<file path="config.mk">
export PLATFORM = sky130hd
export DESIGN_NAME = rs_err_fmt
export DESIGN_NICKNAME = d
export VERILOG_FILES = /design/src/rtl/rs_err_fmt.sv
export SDC_FILE = /design/constraint.sdc
export NUM_CORES = 1
export LEC_CHECK = 0
export CAP_MARGIN = 20
export CORE_MARGIN = 5
export CORE_UTILIZATION = 45
export CTS_CLUSTER_SIZE = 10
export DETAILED_ROUTE_END_ITERATION = 8
export PLACE_DENSITY_LB_ADDON = 0.12
export SYNTH_ARGS = -nofsm -noshare
export SYNTH_HDL_FRONTEND = slang
export SYNTH_SLANG_ARGS = --single-unit
</file>
<file path="constraint.sdc">
create_clock -name clk -period 6.2 [get_ports clk]
set_input_delay 1.24 -clock clk [delete_from_list [all_inputs] [get_ports clk]]
set_output_delay 1.24 -clock clk [all_outputs]
set_load 0.02 [all_outputs]
</file>
<file path="src/rtl/rs_err_fmt.sv">
// Reed-Solomon error formatter, GF(2^8) with primitive polynomial 0x11D.
// Per error tuple (locator X, Forney numerator, Forney denominator) it looks up
// den^-1 and log(X) through the shared rsROM port, then produces the error
// magnitude num*den^-1 and the absolute byte position N_BYTES-1-log(X).
module rs_err_fmt #(
    parameter int N_BYTES = 255
) (
    input  logic       clk,
    input  logic       rst,
    input  logic       in_valid,
    output logic       in_ready,
    input  logic [7:0] in_loc,
    input  logic [7:0] in_num,
    input  logic [7:0] in_den,
    output logic [8:0] rom_addr,
    input  logic [7:0] rom_q,
    output logic       out_valid,
    input  logic       out_ready,
    output logic [7:0] out_pos,
    output logic [7:0] out_mag,
    output logic       out_err
);

    typedef enum logic [1:0] {
        IDLE = 2'd0,
        INV  = 2'd1,
        LOG  = 2'd2,
        OUT  = 2'd3
    } state_t;

    // Highest legal byte index; log values above it fall outside the codeword.
    localparam logic [7:0] LAST_POS = 8'(N_BYTES - 1);

    state_t     state;
    state_t     state_nxt;
    logic [7:0] loc_r;
    logic [7:0] num_r;
    logic [7:0] den_r;
    logic [7:0] inv_r;
    logic [7:0] pos_c;
    logic [7:0] mag_c;
    logic       err_c;

    // GF(2^8) multiply: shift-and-add with reduction by x^8+x^4+x^3+x^2+1.
    function automatic logic [7:0] gf_mul(input logic [7:0] a, input logic [7:0] b);
        logic [7:0] p;
        logic [7:0] aa;
        p  = 8'h00;
        aa = a;
        for (int i = 0; i < 8; i++) begin
            if (b[i]) p = p ^ aa;
            aa = aa[7] ? ((aa << 1) ^ 8'h1D) : (aa << 1);
        end
        return p;
    endfunction

    // State register.
    always_ff @(posedge clk or posedge rst) begin
        if (rst) state <= IDLE;
        else     state <= state_nxt;
    end

    // Next-state logic: one ROM lookup per state, then hold until downstream takes the result.
    always_comb begin
        state_nxt = state;
        case (state)
            IDLE:    if (in_valid) state_nxt = INV;
            INV:     state_nxt = LOG;
            LOG:     state_nxt = OUT;
            OUT:     if (out_ready) state_nxt = IDLE;
            default: state_nxt = IDLE;
        endcase
    end

    assign in_ready  = (state == IDLE);
    assign out_valid = (state == OUT);

    // ROM address follows the state being entered, so it is stable for the whole lookup cycle.
    always_ff @(posedge clk or posedge rst) begin
        if (rst) begin
            rom_addr <= 9'd0;
        end else begin
            case (state_nxt)
                INV:     rom_addr <= {1'b0, in_den};
                LOG:     rom_addr <= {1'b1, loc_r};
                default: rom_addr <= 9'd0;
            endcase
        end
    end

    // Tuple capture on accept and inverse capture at the end of the INV lookup.
    always_ff @(posedge clk) begin
        if (state == IDLE && in_valid) begin
            loc_r <= in_loc;
            num_r <= in_num;
            den_r <= in_den;
        end
        if (state == INV) inv_r <= rom_q;
    end

    // Result formation during LOG, where rom_q carries log(X); log(0) from the ROM is never used.
    always_comb begin
        pos_c = 8'd0;
        mag_c = 8'd0;
        err_c = 1'b0;
        if (den_r == 8'd0) err_c = 1'b1;
        else               mag_c = gf_mul(num_r, inv_r);
        if (loc_r == 8'd0 || rom_q > LAST_POS) err_c = 1'b1;
        else                                   pos_c = LAST_POS - rom_q;
    end

    // Output registers: loaded once leaving LOG, then held through OUT.
    always_ff @(posedge clk or posedge rst) begin
        if (rst) begin
            out_pos <= 8'd0;
            out_mag <= 8'd0;
            out_err <= 1'b0;
        end else if (state == LOG) begin
            out_pos <= pos_c;
            out_mag <= mag_c;
            out_err <= err_c;
        end
    end

endmodule

</file>
======== Word-level counts from Yosys, hierarchy flattened ========
Index checks and enable logic that the tools add are counted.
word-level totals
  register bits after elaboration ......... 60
  latch bits .............................. 0
  bits in writable memories ............... 0
  memory bits (read-only) ................. 0
  bits of input ports ..................... 36
  logic and storage cells ................. 65
  memories ................................ 0
cells by class
  add/subtract/negate cells ............... 1
  multiply operators ...................... 0
  div/mod/pow operators ................... 0
  order comparisons ....................... 1
  eq/ne operators ......................... 5
  shifts and indexed selects .............. 0
  multiplexer cells ....................... 30
  bitwise logic cells ..................... 14
  reductions and logical operators ........ 5
operators with widths
  operator                                                               count
  8-bit two-way mux                                                      17
  8-bit XOR                                                              7
  5-bit two-way mux                                                      7
  4-bit inverter                                                         7
  9-bit case mux with 2 select lines                                     1
  8-bit zero test                                                        2
  8-bit greater-than comparator, second input constant                   1
  2-bit case mux with 4 select lines                                     1
  8-bit subtractor, first input constant                                 1
  2-bit equality test, second input constant                             3
  2-bit by 1-bit equality test with 1-bit output, second input constant  2
  2-bit two-way mux                                                      2
  2-bit zero test                                                        1
  1-bit two-way mux                                                      2
  1-bit logical AND                                                      1
  1-bit logical OR                                                       1

======== Longest topological paths before layout ========
  depth in word-level cells ............... 23
  depth in mapped cells ................... 7
  depth with buffers taken out ............ 6

======== Worst setup path before layout ========
No wires, ideal clock.
  path type ............................... input -> register
  start point ............................. in in_valid
  end point ............................... reg den_r[0], enable pin
  library setup time ...................... 0.397 ns
  arrival ................................. 2.195 ns
  required time ........................... 5.803 ns
  slack ................................... 3.608 ns
  stages .................................. 2
  cells stage by stage .................... and2_1 clkbuf_1
on the way
  word-level cells in the longest chain between the ends .. 1
ends and longest elaborated chain
  what                  RTL line  RTL
  start, declared       10        input logic in_valid,
  1-bit logical AND     93        if (state == IDLE && in_valid) begin
  end signal, assigned  96        den_r <= in_den;
  end, declared         38        logic [7:0] den_r;
No other way between the ends.
A chain may end at the register's enable or synchronous reset.

======== Final worst setup path ========
  start point ............................. reg state[1]
  end point ............................... out in_ready
on the way
  word-level cells in the longest chain between the ends .. 1
ends and longest elaborated chain
  what                    RTL line  RTL
  start, declared         34        state_t state;
  start signal, assigned  60        else state <= state_nxt;
  2-bit zero test         75        assign in_ready = (state == IDLE);
  end, declared           11        output logic in_ready,
No other way between the ends.

==> impl_metrics.ini <==
[sta]
rsz0062_at_grt = false
tightestPinTransition_ps = 949.6
fin_tns_setup_ps = 0
relSlewSlack_pct = 36.69
setup_viol = 0
skew_ps = 11.42
period_share_pct = 45.91
period_minus_slack_ps = 2846
hold_viol = 0
slew_violations = 0
max_freq_mhz = 351.3

[logic_synthesis]
syn_area_um2 = 3352
seq_area_frac_synth_pct = 49.57
yosysWarnings = 0
syn_inst = 295
async_flop_share_pct = 46.67
synth_edf_count = 32
syn_nets = 332
ys.flop_type = edfxtp_1
ys_types = 33
synth_area_per_cell_um2 = 11.36
synth_top_area_share_pct = 28.67
yosys.area.top_type = edfxtp_1
synth.area.top_cells = edfxtp_1, dfrtp_1, xnor2_1
synth_seq_cells = 60
synthTopCellsByCount = nand2_1, xnor2_1, edfxtp_1
synth_most_common_cell = nand2_1

[worst_setup_path]
cp.depth = 2
r2r_end = out_mag[3]
crit_buf_inv = 1
cp.arrival_ps = 1610
rr_worst_depth = 6
startpoint_type = register
crit_type = register to primary output
critical-path-max-stage-delay_ps = 640
cp_top_family = buffers and inverters
worstPathCellList = nor2_1 -> clkdlybuf4s50_1
crit-reg2reg-launch = num_r[5]
crit_path_end_kind = primary output
crit_end = in_ready
critPathLaunch = state[1]
cp_max_fo = 7
r2r_setup_slack_ps = 3430
cpMaxStageDelayCell = clkdlybuf4s50_1
critPathRequiredTime_ps = 4960

[global_route]
antenna_found_initial = 0
grt_pass1_wl_um = 12220
track_usage_pct = 17.51
gr-total-overflow = 0
grt_pass1_vias = 2488
grt_max_degree = 33

[cts]
post_cts_buffers = 0
hold_buffers = 0
cts_resized = 0
cts_htree_levels = 3
cts_tree = yes
clock-sinks = 60
cts_root_buf = clkbuf_8
path_clk_slew_ps = 70
clock_latency_ps = 330
cts_made_buffers = 9
clock_tree.buffer_depth = 2

[route]
routed-wl-met3_um = 367
wl_per_cell_um = 15.95
highest_layer = met4
dr_wl_met2_um = 3640
wl_um = 7256
vias_per_cell = 5.158
wl_met1_um = 3195
vias = 2347
first_iter_violations = 73
drcViolationCount = 0
firstDrtPassIters = 4
postRouteAntennaNets = 0

[placement]
dpl.hpwl_um = 5206
place.gp.congestion = 0.7794
port_buffers = 63

[status]
status = completed

[final_layout]
diodes = 0
area_growth_pct = 26.84
layout.nets = 388
fillers = 630
drive_gt1_share_pct = 5.337
fin_util_pct = 58.62

[die]
ios = 64
fp.dieH_um = 96.31
core_area_um2 = 7253
die_area_um2 = 9275
die_w_um = 96.31
initial_utilization_pct = 46.21
rows = 31

[power_and_ir_drop]
leakagePower_nw = 1.717
power.density_nw_per_um2 = 439.0
totalPowerFinal_mw = 1.866
ir_drop_v = 0.0002262

[job]
maxCapViolCount = 0

[hold_path]
worstHoldStart = out_pos[3]
hold_path.class = register to register
-- metrics by stage --
step           worst slack [ps]  instances  instance area, um2  hold slack [ps]
2_1_floorplan              3608        295                3352            475.8
3_3_place_gp               3140        438                4033            467.1
3_5_place_dp               3082        439                4060            469.7
4_1_cts                    3331        455                4252            486.2
5_1_grt                    3278        455                4252            510.0
6_report                   3354        455                4252            483.4
-- registers in the layout, indices dropped and copies added (netlist names) --
signal / cells
out_err: 1
rom_addr: 9
den_r: 8
loc_r: 8
state: 2
num_r: 8
inv_r: 8
out_pos: 8
out_mag: 8
-- area by class of cell --
| type | instances | area (um2) | area share [%] |
|---|---|---|---|
| clock buffers | 9 | 123.9 | 2.913 |
| clock inverters | 7 | 67.56 | 1.589 |
| well taps | 99 | 123.9 | 2.913 |
| repair buffers | 65 | 665.6 | 15.66 |
| multi-input cells | 209 | 1587 | 37.32 |
| inverters | 6 | 22.52 | 0.5297 |
| flip-flops and latches | 60 | 1662 | 39.08 |
-- routing by layer --
| metal | track usage, % | up-vias |
|---|---|---|
| li1 | - | 1130 |
| met1 | 21.97 | 1155 |
| met2 | 28.92 | 55 |
| met3 | 5.551 | 7 |
| met4 | 5.257 | 0 |
| met5 | 0 | - |
-- cell usage in the layout (no fill, tap or decap), types with 6 or more instances in the layout --
cell             synthesis  routed
edfxtp_1                32      32
inv_1                    6       6
xnor3_1                 10      10
xor2_1                  24      24
a21oi_1                  8       8
nand2_1                 52      52
clkdlybuf4s50_1          0      63
xnor2_1                 35      35
dfrtp_1                 28      28
nand3_1                  7       7
clkbuf_8                 0       9
o31ai_1                  6       6
nor2_1                   7       7
a22o_1                  18      18
-- worst register-to-register path, cell delays in order, from the launching register on --
cell and delay [ps]:
edfxtp_1 760, xor3_1 470, nand2_1 80, xnor3_1 400, xnor3_1 390, xnor3_1 340, a22o_1 210
-- logic make-up after synthesis --
family	count (synthesis)	synth area share, %
and+or+nand+nor	85	11.27
AOI/OAI and AO/OA	48	10.75
DFF	60	49.57
muxes	3	0.8959
xor gates and xnor gates	72	24.04
buffers and inverters	26	3.098
adders and majority gates	1	0.3732
-- how the worst min path moves through the flow --
stage / to / slack [ps] / cells past startpoint
after floorplan: rom_addr[6] / 480 / 1
after global placement: out_pos[4] / 470 / 2
after detailed placement: out_pos[3] / 470 / 2
after CTS: out_pos[3] / 490 / 2
after global routing: out_pos[3] / 510 / 2
final: out_pos[3] / 480 / 2
-- power breakdown --
group | switching, mW | internal [mW] | total (mW)
Combinational | 0.402 | 0.480 | 0.882
Sequential | 0.105 | 0.541 | 0.647
Clock | 0.155 | 0.183 | 0.338
Total | 0.662 | 1.20 | 1.87
No activity file was read; power rests on OpenSTA's default activity.
==> RTL change, RTL diff (config.mk and constraints unchanged) <==
Register the output `out_err` once more; this adds one clock of latency there. The other outputs are not delayed to match.
--- a/src/rtl/rs_err_fmt.sv
+++ b/src/rtl/rs_err_fmt.sv
@@ -31,4 +31,6 @@
     // Highest legal byte index; log values above it fall outside the codeword.
     localparam logic [7:0] LAST_POS = 8'(N_BYTES - 1);
+
+    logic out_err_s0;
 
     state_t     state;
@@ -115,10 +117,14 @@
             out_pos <= 8'd0;
             out_mag <= 8'd0;
-            out_err <= 1'b0;
+            out_err_s0 <= 1'b0;
         end else if (state == LOG) begin
             out_pos <= pos_c;
             out_mag <= mag_c;
-            out_err <= err_c;
+            out_err_s0 <= err_c;
         end
+    end
+
+    always_ff @(posedge clk) begin
+        out_err <= out_err_s0;
     end
 
Behaviour: not the same (a bounded check fails within 4 cycles, from zero or initial values and one cycle with rst high).
==> RTL change against the original RTL <==
Power increased by 1.6%; wire length is 0.11% lower; sequential cell count is 1 higher; worst hold slack worse by 0.11 ns; via count decreased by 0.72%; design area rose by 0.79%; worst setup slack better by 0.00060 ns; synthesized area grew 0.60%; critical endpoint unchanged; largest cell class unchanged; largest power group unchanged.
==> RTL change: results (changes against the original RTL) <==
wl_um: 7250  # was 7260 µm
synth-seq-area-share_pct: 49.9  # was 49.6%
grt_pass1_vias: 2412  # was 2488
worst_hold_startpoint: "out_err_s0"  # was out_pos[3]
synth_fa_ha_area_share_pct: 0.371  # was 0.373%
grt_first_pass_wirelength_um: 12100  # was 12200 µm
drive_above_1_share_pct: 5.60  # was 5.34%
synth-compound-area-share_pct: 10.7  # was 10.8%
hold-path-cell-count: 0  # was 2
status: "finished clean"  # unchanged
ys_types: 34  # was 33
grtUsageTotal_pct: 17.5  # about the same
synth_cells: 296  # was 295
syn-num-nets: 333  # was 332
worst-slew-pin-transition_ns: 0.952  # was 0.950 ns
stdcell_count: 456  # was 455
finClkSkew_ns: 0.0139  # was 0.0114 ns
p_leak_nw: 1.73  # was 1.72 nW
reg2reg_from: "num_r[6]"  # was num_r[5]
synth_xor_area_share_pct: 23.9  # was 24.0%
async_reset_ff_share_pct: 45.9  # was 46.7%
routed_via_density: 5.11  # was 5.16
pre_cts_ws_ns: 3.09  # was 3.08 ns
dpl.hpwl_um: 5270  # was 5210 µm
gp_congestion: 0.803  # was 0.779
hold_end: "out_err"  # was out_pos[3]
dp_cells: 440  # was 439
placed_cell_area_um2: 4080  # was 4060 µm²
final_nets: 389  # was 388
fill_cells: 654  # was 630
muxShareOfSynthArea_pct: 0.891  # was 0.896%
drt_iter0_markers: 72  # was 73
synth_area_leaders: "edfxtp_1 (28%), dfrtp_1 (21%), xnor2_1 (9.1%)"  # was edfxtp_1 (29%), dfrtp_1 (21%), xnor2_1 (9.1%)
-- RTL change: changes by cell type after synthesis, sizes merged --
| cell | change |
|---|---|
| dfxtp | +1 |
-- RTL change: logic make-up after synthesis --
logic type / after synthesis
XOR/XNOR: 72
AO/OA/AOI/OAI: 48
adder cells (fa/ha/maj): 1
AND/OR/NAND/NOR: 85
flip-flops: 61
multiplexers: 3
buffers and inverters: 26
-- RTL change: area by class of cell --
type | count | area, µm² | share of cell area (%)
sequential | 61 | 1680 | 39.2
clock buffer | 9 | 124 | 2.89
timing repair buffer | 65 | 666 | 15.5
multi-input combinational | 209 | 1590 | 37.0
inverter | 6 | 22.5 | 0.526
clock inverter | 7 | 81.3 | 1.90
tap | 99 | 124 | 2.89
-- RTL change: worst max-delay path by stage --
stage              from  slack (ns)  cells past startpoint          to
2_1_floorplan  in_valid        3.61                      2    den_r[0]
3_3_place_gp   rom_q[0]        3.15                      7  out_pos[7]
3_5_place_dp   rom_q[0]        3.09                      7  out_pos[7]
4_1_cts        state[1]        3.33                      2    in_ready
5_1_grt        state[1]        3.26                      2    in_ready
6_report       state[1]        3.35                      2    in_ready
-- RTL change: where the power goes --
| group | switching (mW) | internal [mW] | total (mW) |
|---|---|---|---|
| combinational | 0.397 | 0.480 | 0.877 |
| sequential | 0.107 | 0.551 | 0.658 |
| clock | 0.170 | 0.191 | 0.360 |
-- RTL change: worst max-delay path, delay by kind of cell (launching register included) --
family / cells / cell delay [ns]
buf+inv: 1 / 0.65
flops: 1 / 0.44
simple gates: 1 / 0.18
-- RTL change: per-stage QoR --
stage | power (mW) | hold WS, ns
final | 1.90 | 0.377
after global routing | 2.02 | 0.400
after CTS | 1.93 | 0.389
after detailed placement | 1.55 | 0.373
after global placement | 1.54 | 0.373
after floorplan | 1.26 | 0.347
-- RTL change: per-layer routing --
metal	track usage (%)	vias to the layer above	routed length, µm	share of wire [%]
li1	-	1138	-	-
met1	22.5	1136	3270	45
met2	28.8	48	3620	50
met3	5.11	8	281	3.9
met4	5.14	0	82	1.1
met5	0	-	0	0
